## src/rtl/radix4_mult_pkg.sv

```systemverilog
// rtl/radix4_mult_pkg.sv - shared states and sizing helpers for the radix-4 serial multiplier
package radix4_mult_pkg;

  typedef enum logic [1:0] {
    IDLE  = 2'd0,
    ACCUM = 2'd1,
    CARRY = 2'd2,
    HOLD  = 2'd3
  } acc_state_e;

  localparam int DEFAULT_WIDTH = 8;
  localparam int DIGITS        = DEFAULT_WIDTH / 2;
  localparam int CNT_W         = $clog2(DIGITS + 1);

  function automatic int digits_f(input int width);
    return width / 2;
  endfunction

  function automatic int cnt_width_f(input int width);
    return $clog2(width / 2 + 1);
  endfunction

endpackage

```

## src/rtl/radix4_acc_datapath.sv

```systemverilog
// rtl/radix4_acc_datapath.sv - acc/low registers, digit adder, 2-bit shifter and final carry fold
// Optional RADIX4_ACC_ERR_EN adds the ovf_o flag used by the top's error tracking.
module radix4_acc_datapath
  import radix4_mult_pkg::*;
#(
  parameter int WIDTH = DEFAULT_WIDTH
) (
  input  logic               clk,
  input  logic               reset,
  input  logic               load_i,
  input  logic               step_i,
  input  logic               last_i,
  input  logic               fold_i,
  input  logic [WIDTH-1:0]   x_i,
  input  logic [WIDTH+1:0]   pp_i,
  input  logic               pp_neg_i,
  input  logic               final_carry_i,
  output logic [2*WIDTH-1:0] product_o
`ifdef RADIX4_ACC_ERR_EN
  ,
  output logic               ovf_o
`endif
);

  logic [WIDTH-1:0]        x_q;
  logic [WIDTH-1:0]        low_q;
  logic [WIDTH+1:0]        acc_q;
  logic                    fc_q;
  logic [2*WIDTH-1:0]      product_q;
  logic signed [WIDTH+2:0] sum;
  logic [WIDTH+1:0]        acc_d;
  logic [WIDTH-1:0]        high;

  assign sum = $signed({acc_q[WIDTH+1], acc_q})
             + $signed({pp_i[WIDTH+1], pp_i})
             + $signed({{(WIDTH+2){1'b0}}, pp_neg_i});

  // Arithmetic shift by two: the sign bit of the wide sum refills the top.
  assign acc_d = {sum[WIDTH+2], sum[WIDTH+2:2]};
  assign high  = acc_q[WIDTH-1:0] + (fc_q ? x_q : '0);

`ifdef RADIX4_ACC_ERR_EN
  // The adder result no longer fits the WIDTH+2 accumulator format.
  assign ovf_o = sum[WIDTH+2] != sum[WIDTH+1];
`endif

  always_ff @(posedge clk or posedge reset) begin
    if (reset) begin
      x_q       <= '0;
      low_q     <= '0;
      acc_q     <= '0;
      fc_q      <= 1'b0;
      product_q <= '0;
    end else begin
      if (load_i) begin
        x_q   <= x_i;
        low_q <= '0;
        acc_q <= '0;
        fc_q  <= 1'b0;
      end else if (step_i) begin
        low_q <= {sum[1:0], low_q[WIDTH-1:2]};
        acc_q <= acc_d;
        if (last_i) fc_q <= final_carry_i;
      end
      if (fold_i) product_q <= {high, low_q};
    end
  end

  assign product_o = product_q;

endmodule

```

## src/rtl/radix4_pp_accumulator.sv

```systemverilog
// rtl/radix4_pp_accumulator.sv - digit sequencing and product handshake for the radix-4 multiplier
// Optional RADIX4_ACC_ERR_EN adds a sticky err output.
module radix4_pp_accumulator
  import radix4_mult_pkg::*;
#(
  parameter int WIDTH = DEFAULT_WIDTH
) (
  input  logic               clk,
  input  logic               reset,
  input  logic               start,
  input  logic [WIDTH-1:0]   x,
  input  logic               pp_valid,
  output logic               pp_ready,
  input  logic [WIDTH+1:0]   pp,
  input  logic               pp_neg,
  input  logic               final_carry,
  output logic               busy,
  output logic [2*WIDTH-1:0] product,
  output logic               product_valid,
  input  logic               product_ready
`ifdef RADIX4_ACC_ERR_EN
  ,
  output logic               err
`endif
);

  localparam int N_DIGITS  = digits_f(WIDTH);
  localparam int CNT_WIDTH = cnt_width_f(WIDTH);

  acc_state_e           state_q, state_d;
  logic [CNT_WIDTH-1:0] count_q, count_d;
  logic                 load, step, last, fold;

  always_ff @(posedge clk or posedge reset) begin
    if (reset) begin
      state_q <= IDLE;
      count_q <= '0;
    end else begin
      state_q <= state_d;
      count_q <= count_d;
    end
  end

  always_comb begin
    state_d = state_q;
    count_d = count_q;
    load    = 1'b0;
    step    = 1'b0;
    last    = 1'b0;
    fold    = 1'b0;
    unique case (state_q)
      IDLE: begin
        if (start) begin
          load    = 1'b1;
          count_d = '0;
          state_d = ACCUM;
        end
      end
      ACCUM: begin
        if (pp_valid) begin
          step    = 1'b1;
          count_d = count_q + CNT_WIDTH'(1);
          if (count_q == CNT_WIDTH'(N_DIGITS - 1)) begin
            last    = 1'b1;
            state_d = CARRY;
          end
        end
      end
      CARRY: begin
        fold    = 1'b1;
        state_d = HOLD;
      end
      HOLD: begin
        if (product_ready) state_d = IDLE;
      end
      default: state_d = IDLE;
    endcase
  end

  assign pp_ready      = state_q == ACCUM;
  assign busy          = state_q != IDLE;
  assign product_valid = state_q == HOLD;

`ifdef RADIX4_ACC_ERR_EN
  logic ovf;
  logic err_q, err_d;

  always_comb begin
    err_d = err_q;
    if (pp_valid && state_q != ACCUM) err_d = 1'b1;
    if (start && state_q != IDLE)     err_d = 1'b1;
    if (step && ovf)                  err_d = 1'b1;
    if (load)                         err_d = 1'b0;
  end

  always_ff @(posedge clk or posedge reset) begin
    if (reset) err_q <= 1'b0;
    else       err_q <= err_d;
  end

  assign err = err_q;
`endif

  radix4_acc_datapath #(.WIDTH(WIDTH)) u_datapath (
    .clk           (clk),
    .reset         (reset),
    .load_i        (load),
    .step_i        (step),
    .last_i        (last),
    .fold_i        (fold),
    .x_i           (x),
    .pp_i          (pp),
    .pp_neg_i      (pp_neg),
    .final_carry_i (final_carry),
    .product_o     (product)
`ifdef RADIX4_ACC_ERR_EN
    ,
    .ovf_o         (ovf)
`endif
  );

endmodule

```

## config.mk

```make
export PLATFORM = sky130hd
export DESIGN_NAME = radix4_pp_accumulator
export DESIGN_NICKNAME = d
export VERILOG_FILES = /design/src/rtl/radix4_mult_pkg.sv /design/src/rtl/radix4_acc_datapath.sv /design/src/rtl/radix4_pp_accumulator.sv
export SDC_FILE = /design/constraint.sdc
export NUM_CORES = 1
export LEC_CHECK = 0
export ABC_AREA = 0
export BUFFER_PORTS_ARGS = -buffer_cell sky130_fd_sc_hd__buf_2
export CAP_MARGIN = 15
export CORE_UTILIZATION = 59
export CTS_BUF_LIST = sky130_fd_sc_hd__clkbuf_4 sky130_fd_sc_hd__clkbuf_8
export DETAILED_ROUTE_END_ITERATION = 16
export PLACE_DENSITY = 0.9
export SKIP_LAST_GASP = 1
export SLEW_MARGIN = 25
export SYNTH_ARGS = -nofsm -noshare
export SYNTH_HDL_FRONTEND = slang
export SYNTH_HIERARCHICAL = 1
export SYNTH_SLANG_ARGS = --single-unit
export TNS_END_PERCENT = 20
```

## constraint.sdc

```tcl
create_clock -name clk -period 2.7 [get_ports clk]
set_clock_uncertainty 0.2 [all_clocks]
set_input_delay 0.27 -clock clk [delete_from_list [all_inputs] [get_ports clk]]
set_output_delay 0.27 -clock clk [all_outputs]
set_load 0.02 [all_outputs]
```

Yosys cells after proc, flatten, opt, wreduce, memory -nomap -nowiden
Index checks and enable logic that the tools add are counted.
{ "totals": {"mem_bits_ro": 0, "out_inout_bits": 19, "ff_bits": 48, "ramBits": 0, "latch_bits": 0, "in_bits": 25, "mem_count": 0, "word_cells": 51} }
{ "classes": {"n_lt_le_gt_ge": 0, "n_div": 0, "n_addsub": 4, "bitwise": 0, "multipliers": 0, "n_shift": 0, "mux": 24, "n_reduce_logical": 8, "n_eq_ne": 8} }
{ "ops": {"columns": ["operator", "count"], "rows": [
  ["two-way mux 8 bit", 3],
  ["two-way mux 10 bit", 2],
  ["adder 10 x 10 -> 11 bit", 1],
  ["adder 11 x 2 -> 11 bit", 1],
  ["two-way mux 1 bit", 11],
  ["adder 8 bit", 1],
  ["two-way mux 2 bit", 4],
  ["case mux 2 bit (4 select lines)", 1],
  ["nonzero test 2 bit", 4],
  ["two-way mux 3 bit", 2],
  ["case mux 3 bit (2 select lines)", 1],
  ["== test 2 bit, second input constant", 2],
  ["inequality test 2 x 1 -> 1 bit, second input constant", 2],
  ["inequality test 2 bit, second input constant", 2],
  ["AND reduction 4 bit", 1],
  ["adder 3 x 1 -> 3 bit, second input constant", 1],
  ["== test 3 x 2 -> 1 bit, second input constant", 1],
  ["AND reduction 3 bit", 1],
  ["== test 2 x 1 -> 1 bit, second input constant", 1],
  ["zero test 2 bit", 1],
  ["AND reduction 2 bit", 1]
]} }

Depth between registers and ports, before layout
{ "depth": {"depth_word": 7, "depth_mapped": 9} }

Modules after synthesis
Netlist, hierarchy kept.
{ "modules_own_cells": {"columns": ["module", "area_each_um2", "seq_area_each_um2", "cells_per_inst", "instances"], "rows": [
  ["radix4_acc_datapath", 2432.3, 1051.0, 228, 1],
  ["radix4_pp_accumulator", 436.7, 125.1, 45, 1]
]} }

Worst setup path before layout
OpenSTA, ideal clock, no wires.
{ "synth_path": {"path_kind": "reg2reg", "startpoint": "reg u_datapath.fc_q", "endpoint": "reg u_datapath.product_q[14], in the netlist u_datapath/product_o[14]", "path_stages_with_launch": 9, "period_less_slack_ps": 2337, "slack_ps": 363, "t_arrival_ps": 2013, "required_ps": 2375, "setup_ps": 125, "path_cell_list": "dfrtp_1 -> and2_1 -> ha_1 -> fa_1 -> a21o_1 -> a31o_1 -> a21oi_1 -> xnor2_1 -> mux2_2"} }
{ "synth_between": {"elab_chain_len": 2} }
{ "synth_lines": {"columns": ["element", "line", "text"], "rows": [
  ["start: declaration", "radix4_acc_datapath.sv:28", "logic fc_q;"],
  ["start signal: assignment", "radix4_acc_datapath.sv:63", "if (last_i) fc_q <= final_carry_i;"],
  ["two-way mux 8 bit", "radix4_acc_datapath.sv:40", "assign high = acc_q[WIDTH-1:0] + (fc_q ? x_q : '0);"],
  ["adder 8 bit", "radix4_acc_datapath.sv:40", null],
  ["end signal: assignment", "radix4_acc_datapath.sv:65", "if (fold_i) product_q <= {high, low_q};"],
  ["end: declaration", "radix4_acc_datapath.sv:29", "logic [2*WIDTH-1:0] product_q;"]
]} }
No other way between the ends.
A chain may end at the register's enable or synchronous reset.

Worst setup path after layout
Same ends and word-level chain as after synthesis.

==> flow_metrics.tcl <==
set metrics [dict create \
    met1_usage 0.341 \
    htreeDepth 2 \
    synth.top_cell.area_share 0.410 \
    antenna_found_initial 0 \
    path_class "reg -> reg" \
    grtUsageTotal 0.267 \
    fin_crit_sh 0.948 \
    hold_viol_final 0 \
    drc_errors 0 \
    path_buf_inv 0 \
    status "finished clean" \
    met3_usage 0.0436 \
    critPathTopFamily "adder cells" \
    cts.sinks 47 \
    cts_buffer_depth 2 \
    fmax_ghz 0.391 \
    insertion_delay_ps 310 \
    cp_slowest_cell "dfrtp_1" \
    final_area_um2 3340 \
    synth.most_common_cell "dfrtp_1" \
    yosys_warnings 6 \
    postCtsSetupBuffers 0 \
    cp-start-kind "flip-flop" \
    synth_seq_cells 47 \
    worstPathArrival_ps 2560 \
    drt-initial-drc-count 170 \
    min_path_type "in -> reg" \
    yosys.area_share.simple 0.153 \
    slew_violations 0 \
    synth_common_cells "47 x dfrtp_1, 29 x nor2_1, 23 x ha_1" \
    postRouteAntennaNets 0 \
    wire_per_inst_um 16.3 \
    synthFlopType "dfrtp_1" \
    path_clk_slew_ps 90 \
    busiest_layer "met2" \
    nNetsFinal 376 \
    via_per_inst 5.89 \
    wirelength_mm 6.19 \
    initial_core_util 0.611 \
    nFillCells 349 \
    cts_resized 0 \
    setup_tns_ps 0 \
    holdBufCountCts 6 \
    endpoint_kind "flip-flop" \
    worstMarginPinSlew_ps 520 \
    fp.dieW_um 71.7 \
    multi_input_area_um2 1610 \
    fin_crit_ps 2560 \
    drive_above_1_share 0.267 \
    syn_inst 273 \
    die_h_um 71.7 \
    cts_inserted_buffers 5 \
    dp_hpwl_mm 4.41 \
    peakVddDrop_uv 582 \
    crit_required_ps 2700 \
    synth-adder-area-share 0.121 \
    dieArea_um2 5150 \
    ff_latch_area_um2 1180 \
    synthXorXnorAreaFrac 0.0214 \
    synth.largest_area_cell "dfrtp_1" \
    synth_edf_count 0 \
    synth_area_um2 2870 \
    path_cells "and2_1, ha_1, fa_1, a21o_1, a31o_1, a21oi_1, xnor2_1, mux2_2" \
    placed_cells 366 \
    grt_pass1_wl_mm 10.5 \
    synth.distinct_cells 50 \
    io_buffers 43 \
    synth_top_family_by_area "simple AND/OR/NAND/NOR gates" \
    cts_tree "built" \
    met2_usage 0.460 \
    async_flop_share 1.00 \
    grt_pass1_vias 2248 \
    power.leakage_nw 1.64 \
    syn_nets 324 \
    rsz0062_at_grt "false" \
    grt_max_degree 43 \
    p_per_area_nw_per_um2 1030 \
    dp_slack_ps 202 \
    cts_root_buf "clkbuf_8" \
    final-setup-viol-count 0 \
    fp-row-count 25 \
    ios 44 \
    grt_overflow_total 0 \
    avgSynthCellArea_um2 10.5 \
    finalCoreUtilization 0.712 \
    cp_max_fo 9 \
    gp_congestion 0.914 \
    synthMuxAreaShare 0.130 \
    seq_area_frac_synth 0.410 \
    maxCapViolations 0 \
    diodes 0 \
    finalNonFillerCells 380 \
    syn2layout_area_growth_pct 16.4 \
    critical_path.max_stage_delay_ps 480 \
    first_pass_iters 4 \
    vias 2238 \
    postPlaceCellArea_um2 3160 \
    synth_compound_area_frac 0.136 \
    core_area_um2 4690 \
    synth_top_cells_by_area "dfrtp_1 41%, ha_1 10%, mux2_2 8.2%" \
    max-slew-margin-rel 0.653 \
    setup_slack_ps 140 \
]
where the power goes:
group          internal [W]  switching, W  leakage (nW)
Combinational      0.000759      0.000938         0.974
Sequential         0.000990      0.000215         0.607
Clock              0.000281      0.000255        0.0587
Total               0.00203       0.00141          1.64
logic make-up (layout without fill, tap and decap cells):
kind of cell	count (synthesis)	after routing
AO/OA/AOI/OAI	56	56
AND/OR/NAND/NOR	82	82
adder cells (fa/ha/maj)	26	26
XOR/XNOR	7	7
buffers and inverters	21	74
flip-flops	47	47
multiplexers	34	34
per-layer routing:
layer | wire, µm | part of all wire
met5 | 0 | 0
met4 | 140 | 0.023
met3 | 209 | 0.034
met2 | 3080 | 0.50
met1 | 2760 | 0.45
metrics by stage:
stage                     hold WS, ps  total power, W
after floorplan                  -151         0.00242
after global placement          -8.45         0.00277
after detailed placement         2.51         0.00287
after CTS                        2.35         0.00343
after global routing             13.3         0.00367
final                            13.8         0.00344
sequential cells by signal (all words and copies together), names as in the netlist:
register	cells
count_q	3
u_datapath/low_q	8
u_datapath/fc_q	1
u_datapath/x_q	8
u_datapath/product_o	16
u_datapath/acc_q	9
state_q	2
path summary, 6_finish.rpt:
check / from / to / slack [ps] / depth (start not counted)
max: u_datapath/fc_q$_DFFE_PP0P_ / u_datapath/product_o[14]$_DFFE_PP0P_ / 140 / 8
max reg2reg: u_datapath/fc_q$_DFFE_PP0P_ / u_datapath/product_o[14]$_DFFE_PP0P_ / 140 / 8
min in group asynchronous: reset / count_q[0]$_DFFE_PP0P_ / 220 / 3
min reg2reg: u_datapath/product_o[4]$_DFFE_PP0P_ / u_datapath/product_o[4]$_DFFE_PP0P_ / 310 / 1
max in group asynchronous: reset / u_datapath/x_q[5]$_DFFE_PP0P_ / 1470 / 4
min: x[6] / u_datapath/x_q[6]$_DFFE_PP0P_ / 10 / 2
placed cells by master, fill, tap and decap left out, types with 3 or more instances in the layout:
cell type	count
buf_4	4
xnor2_1	6
or4b_1	3
a21oi_1	12
mux2_2	21
clkbuf_8	5
ha_1	23
a21o_1	4
nor3b_1	4
nand2_1	14
inv_1	12
dfrtp_1	47
nor2_1	29
a211oi_1	5
nand3_1	3
fa_1	3
mux2i_1	12
and2_1	8
buf_2	43
dlygate4sd3_1	6
o21ai_0	14
final cells by class:
type / count / share of cell area
multi-input cells: 205 / 0.482
flip-flops and latches: 47 / 0.352
repair buffers: 54 / 0.0974
clock buffers: 5 / 0.0206
well taps: 54 / 0.0202
clock inverters: 3 / 0.0142
inverters: 12 / 0.0135
Note: power is estimated with default switching activity, not from simulation.
